File: config.mk
export PLATFORM = sky130hd
export DESIGN_NAME = serial_sign_unit
export DESIGN_NICKNAME = d
export VERILOG_FILES = /design/src/rtl/serial_sign_unit.sv
export SDC_FILE = /design/constraint.sdc
export NUM_CORES = 1
export LEC_CHECK = 0
export CAP_MARGIN = 20
export CORE_MARGIN = 1
export CORE_UTILIZATION = 40
export CTS_CLUSTER_DIAMETER = 40
export DETAILED_ROUTE_END_ITERATION = 8
export DONT_BUFFER_PORTS = 1
export GPL_ROUTABILITY_DRIVEN = 0
export PLACE_DENSITY = 0.61
export SLEW_MARGIN = 25
export SYNTH_ARGS = -nofsm -noshare
export SYNTH_HDL_FRONTEND = slang
export SYNTH_SLANG_ARGS = --single-unit
export TNS_END_PERCENT = 5
File: constraint.sdc
create_clock -name clk -period 1.4 [get_ports clk]
set_input_delay 0.21 -clock clk [delete_from_list [all_inputs] [get_ports clk]]
set_output_delay 0.21 -clock clk [all_outputs]
set_load 0.02 [all_outputs]
File: src/rtl/serial_sign_unit.sv
`default_nettype none
// ============================================================================
// Module   : serial_sign_unit
// Purpose  : Multi-cycle sign manipulation (NEG / ABS / SETSIGN / PASS) of a
//            WIDTH-bit operand. It processes CHUNK bits per cycle, LSB first,
//            and ripples the two's-complement increment carry between slices.
//            Every op takes exactly N = WIDTH/CHUNK RUN cycles.
// Ports    : clk, rst (async, active-high)
//            in_valid/in_ready      operand handshake (op, sign_in, a)
//            out_valid/out_ready    result handshake (r, overflow)
//            busy                   unit not idle
// Revision : 1.0  initial release
// ============================================================================
module serial_sign_unit #(
    parameter int WIDTH = 16,
    parameter int CHUNK = 4
) (
    input  logic             clk,
    input  logic             rst,
    input  logic             in_valid,
    output logic             in_ready,
    input  logic [1:0]       op,
    input  logic             sign_in,
    input  logic [WIDTH-1:0] a,
    output logic             out_valid,
    input  logic             out_ready,
    output logic [WIDTH-1:0] r,
    output logic             overflow,
    output logic             busy
);

    localparam int N     = WIDTH / CHUNK;
    localparam int CNT_W = (N > 1) ? $clog2(N) : 1;

    localparam logic [CNT_W-1:0] c_LAST = CNT_W'(N - 1);
    localparam logic [WIDTH-1:0] c_MIN  = {1'b1, {(WIDTH-1){1'b0}}};

    localparam logic [1:0] c_OP_NEG     = 2'b00;
    localparam logic [1:0] c_OP_ABS     = 2'b01;
    localparam logic [1:0] c_OP_SETSIGN = 2'b10;

    localparam logic [1:0] c_IDLE = 2'd0;
    localparam logic [1:0] c_RUN  = 2'd1;
    localparam logic [1:0] c_DONE = 2'd2;

    logic [1:0]       r_state;
    logic [WIDTH-1:0] r_a;        // latched operand, shifted right one slice per RUN cycle
    logic [WIDTH-1:0] r_result;   // result, filled from the top and shifted down
    logic             r_neg_en;
    logic             r_carry;
    logic [CNT_W-1:0] r_cnt;
    logic             r_overflow;

    logic             w_accept;
    logic             w_neg_en;
    logic             w_ovf;
    logic [CHUNK-1:0] w_slice;
    logic [CHUNK:0]   w_sum;
    logic [CHUNK-1:0] w_slice_out;
    logic [WIDTH-1:0] w_result_next;

    assign w_accept = in_valid && (r_state == c_IDLE);

    assign w_neg_en = (op == c_OP_NEG)
                    | ((op == c_OP_ABS) & a[WIDTH-1])
                    | ((op == c_OP_SETSIGN) & sign_in);

    // Overflow depends only on the incoming operand, so it is resolved at
    // acceptance and simply held until the result is consumed.
    always_comb begin
        w_ovf = 1'b0;
        case (op)
            c_OP_NEG:     w_ovf = (a == c_MIN);
            c_OP_SETSIGN: w_ovf = sign_in ? (a > c_MIN) : a[WIDTH-1];
            default:      w_ovf = 1'b0;
        endcase
    end

    // One CHUNK-bit incrementer: ~slice + carry, carry-out feeds the next slice.
    assign w_slice     = r_a[CHUNK-1:0];
    assign w_sum       = {1'b0, ~w_slice} + {{CHUNK{1'b0}}, r_carry};
    assign w_slice_out = r_neg_en ? w_sum[CHUNK-1:0] : w_slice;

    // After N shifts slice 0 lands at the bottom of the result register.
    generate
        if (CHUNK == WIDTH) begin : g_single_slice
            assign w_result_next = w_slice_out;
        end else begin : g_multi_slice
            assign w_result_next = {w_slice_out, r_result[WIDTH-1:CHUNK]};
        end
    endgenerate

    always_ff @(posedge clk or posedge rst) begin
        if (rst) begin
            r_state    <= c_IDLE;
            r_a        <= '0;
            r_result   <= '0;
            r_neg_en   <= 1'b0;
            r_carry    <= 1'b0;
            r_cnt      <= '0;
            r_overflow <= 1'b0;
        end else begin
            case (r_state)
                c_IDLE: begin
                    if (w_accept) begin
                        r_a        <= a;
                        r_neg_en   <= w_neg_en;
                        r_carry    <= w_neg_en;
                        r_cnt      <= '0;
                        r_overflow <= w_ovf;
                        r_state    <= c_RUN;
                    end
                end
                c_RUN: begin
                    r_result <= w_result_next;
                    r_a      <= r_a >> CHUNK;
                    r_carry  <= r_neg_en & w_sum[CHUNK];
                    r_cnt    <= r_cnt + 1'b1;
                    if (r_cnt == c_LAST) begin
                        r_state <= c_DONE;
                    end
                end
                c_DONE: begin
                    if (out_ready) begin
                        r_state <= c_IDLE;
                    end
                end
                default: r_state <= c_IDLE;
            endcase
        end
    end

    assign in_ready  = (r_state == c_IDLE);
    assign busy      = (r_state != c_IDLE);
    assign out_valid = (r_state == c_DONE);
    assign r         = r_result;
    assign overflow  = r_overflow;

endmodule
`default_nettype wire
After elaboration in Yosys (flattened, before gate mapping):

Index checks and enable logic that the tools add are counted.

* muxes and demuxes: 13
* bitwise operators: 6
* order comparisons: 1
* divide/modulo/power cells: 0
* equality and inequality tests: 9
* add/sub/neg operators: 2
* shift-type cells: 0
* reductions and logical operators: 8
* $mul: 0

Operators by type and width (number)
* 16-bit one-hot mux with 2 select lines: 1
* 16-bit == test, second input constant: 1
* 16-bit greater-than comparator, second input constant: 1
* 16-bit 2-to-1 mux: 1
* 2-bit 2-to-1 mux: 4
* 2-bit == test, second input constant: 3
* 2-bit one-hot mux with 3 select lines: 1
* 4-bit by 1-bit adder with 5-bit output: 1
* 2-bit by 1-bit == test with 1-bit output, second input constant: 2
* 2-bit zero test: 2
* 4-bit 2-to-1 mux: 1
* 2-bit by 1-bit != test with 1-bit output, second input constant: 2
* 4-bit inverter: 1
* 1-bit one-hot mux with 2 select lines: 2
* 2-bit one-hot mux with 2 select lines: 1
* 2-bit AND reduction: 2
* 2-bit nonzero test: 2
* 1-bit AND: 3
* 3-bit AND reduction: 1
* 2-bit by 1-bit adder with 2-bit output, second input constant: 1
* 1-bit 2-to-1 mux: 2
* 2-bit != test, second input constant: 1
* 1-bit bitwise OR: 2
* 1-bit logical AND: 1

* logic and storage cells: 46
* output and inout port bits: 20
* bits in read-only memories: 0
* memory bits (writable): 0
* memories kept: 0
* flip-flop bits (word level): 39
* latch bits: 0
* bits of input ports: 23

Longest topological paths before layout:

* word-level depth: 6
* mapped depth: 6
* gate-level depth less buffers: 6

Worst setup path after synthesis:

No wires, ideal clock.

* kind: reg2reg
* start: register r_state[0]
* end: register r_overflow (netlist: overflow)
* setup time: 0.069 ns
* period minus slack after synthesis: 1.420 ns
* path slack: -0.020 ns
* data arrival time: 1.351 ns
* stages on the path, launching flop included: 4
* data required time: 1.331 ns
* buffers on the path: 0
* cell sequence: dfrtp_1 -> or3b_4 -> or4_1 -> nand3_1

* cells in the longest elaborated chain, start to end: 3

Ends and longest elaborated chain
* start, declared: line 46 `logic [1:0] r_state;`
* start signal, assigned: line 95 `r_state <= c_IDLE;`
* start signal, assigned: line 111 `r_state <= c_RUN;`
* start signal, assigned: line 120 `r_state <= c_DONE;`
* 2-bit zero test *: line 62, 103
* 1-bit logical AND: line 62 `assign w_accept = in_valid && (r_state == c_IDLE);`
* 2-bit AND reduction (no source line) *
* end signal, assigned: line 110 `r_overflow <= w_ovf;`
* end, declared: line 52 `logic r_overflow;`

Every way passes the cells marked *; elsewhere a longest branch is shown, timed or not.
A chain may end at the register's enable or synchronous reset.

Final worst setup path:

* start: register r_state[1]
* end: register r_overflow (netlist: overflow)

The elaborated chain is that of the path after synthesis.

==> impl_metrics.yaml <==
sta:
  worst_pin_slew_ns: 0.478
  fin_crit_ns: 1.39
  period_share: 0.995
  max_freq_mhz: 718
  rsz0062_at_grt: "true"
  finalHoldViolCount: 0
  fin_hold_ws_ns: 0.0287
  layout_setup_ws_ns: 0.00675
  setup_violations: 0
  relSlewSlack: 0.681
  slew_viol_final: 0
  final.setup.tns_ns: 0
  clock_skew_ns: 0.00624
cts:
  root_buffer: "clkbuf_8"
  clock-sinks: 39
  cts.clk_slew.worst_paths_ns: 0.07
  numCtsBuffers: 5
  cts_tree: "yes"
  htree_levels: 2
  worstSkewPairLatency_ns: 0.28
  cts_setup_buffers: 0
  clk_path_buf_depth: 2
power_and_ir_drop:
  worst_ir_drop_vdd_v: 0.000906
  p_total_mw: 5.04
  power.leakage_nw: 0.987
  p_per_area_nw_per_um2: 2530
synth:
  yosys.area.top_type_share: 0.556
  ys_ff_latch: 39
  ys_top_cells_by_area: "dfrtp_1 (56%), nand2_1 (16%), a31oi_1 (3.6%)"
  yosysTopAreaCell: "dfrtp_1"
  synth.cell_area_um2: 1750
  yosysWarnings: 0
  synthDistinctLibCells: 25
  seq_area_frac_synth: 0.556
  avgSynthCellArea_um2: 8.73
  syn_inst: 201
  synth_fp_nets: 227
floorplanning:
  io_pins: 43
  dieArea_um2: 4650
  die_y_um: 68.2
  die_w_um: 68.2
  rows: 23
  floorplan.initialDensity: 0.426
  coreArea_um2: 4120
worst_setup_path:
  arrival_ns: 1.62
  critical_path_buf_inv_count: 0
  crit_fanout: 2
  critPathLaunchType: "flip-flop"
  endpoint_kind: "flip-flop"
  rrSetupSlack_ns: 0.007
  r2r_start: "r_state[1]"
  critPathTopFamily: "simple AND/OR/NAND/NOR gates"
  path_class: "reg -> reg"
  worstPathRequired_ns: 1.62
  cp_cell_sequence: "or3b_4 > or4_4 > nand3_2"
  critPathSlowestCell: "or4_4"
  startpoint: "r_state[1]"
  slowest_delay_ns: 0.49
finish:
  fin_area_um2: 1990
  antenna_cells: 0
  multiInputGateArea_um2: 728
  layoutNonFillerInstCount: 261
  final_util: 0.483
  final_common_cell: "nand2_1"
  mostFrequentLayoutCells: "nand2_1 (75), dfrtp_1 (39), nor2_1 (15)"
  fillerInstances: 420
  drive_gt1_frac: 0.123
  ff_latch_area_um2: 976
  syn2layout_area_growth_pct: 13.4
  fin_nets: 236
hold_path:
  holdCritStartpoint: "a[14]"
  min_path_type: "in -> reg"
placed_design:
  dp_slack_ns: 0.0127
  placed_cell_area_um2: 1870
  hpwlAfterDp_um: 2360
  port_buffers: 0
  dp_cells: 252
outcome:
  status: "finished, final reports clean"
global_route:
  antenna_found_initial: 0
  grt_pass1_wl_um: 5490
  gr-usage-all-layers: 0.162
  grt_overflow: 0
  grt_pass1_vias: 1242
  grt_max_degree: 50
routing:
  vias_per_cell: 5.10
  final_antenna_net_count: 0
  dr.first_iter.drc_count: 67
  wl_um: 3350
  wl_per_cell_um: 12.8
  dr.pass1.iters: 4
  drc: 0
  num_vias: 1330
job:
  maxCapViolations: 0
==> logic make-up after synthesis <==
logic type	count (synthesis)	synth area share
AND/OR/NAND/NOR	114	0.280
flip-flops	39	0.556
AO/OA/AOI/OAI	25	0.0842
buffers and inverters	16	0.0364
adder cells (fa/ha/maj)	3	0.0214
XOR/XNOR	2	0.00999
multiplexers	2	0.0114
==> sequential cells by signal, indices dropped and copies added (netlist names) <==
register / count
r_state: 2
r_cnt: 2
r_neg_en: 1
r: 16
overflow: 1
r_a: 16
r_carry: 1
==> worst paths after layout <==
kind / to / cells after the start
setup / recovery: overflow / 3
hold / removal: r_a[14] / 2
setup reg to reg: overflow / 3
hold reg to reg: r_a[0] / 2
max in group asynchronous: r_a[11] / 3
min in group asynchronous: r[13] / 3
==> routing by layer <==
metal	part of all wire	global-route usage	up-vias
met1	0.46	0.194	615
met2	0.47	0.272	35
met3	0.063	0.0500	5
met4	0.0081	0.0547	0
li1	-	-	675
met5	0	0	-
==> synthesized netlist by cell type <==
library cell and count:
clkbuf_1 7, xnor2_1 2, buf_2 3, or4_1 1, nand3_1 9, nor3b_2 1
mux2i_1 2, nand4_1 2, nor2_1 15, dfrtp_1 39, a21oi_1 3, or3b_4 1
a31oi_1 10, ha_1 3, nand2_1 75, nor2b_1 4, inv_1 6, a22o_1 1
nor4b_1 1, nor4_1 3, or2_2 1, a21boi_0 1, nand2b_1 1, o2111ai_1 1
o21ai_0 9
==> power breakdown <==
part | switching, mW | leakage (nW) | internal (mW) | total, mW
combinational | 1.14 | 0.454 | 0.859 | 2.00
clock | 0.371 | 0.0477 | 0.341 | 0.711
sequential | 0.647 | 0.485 | 1.68 | 2.33
==> repair_timing <==
item	CTS	global route
gates cloned	0	0
hold buffers	1	0
endpoints found under the hold margin	39	0
gates resized for setup	4	4
setup endpoints to repair	4	6
==> final cells by class <==
| type | count | area share |
|---|---|---|
| tap | 50 | 0.0314 |
| inverter | 6 | 0.0113 |
| multi-input combinational | 146 | 0.366 |
| sequential | 39 | 0.491 |
| clock buffer | 5 | 0.0346 |
| clock inverter | 3 | 0.00755 |
| timing repair buffer | 12 | 0.0585 |
No activity file was read; power rests on OpenSTA's default activity.
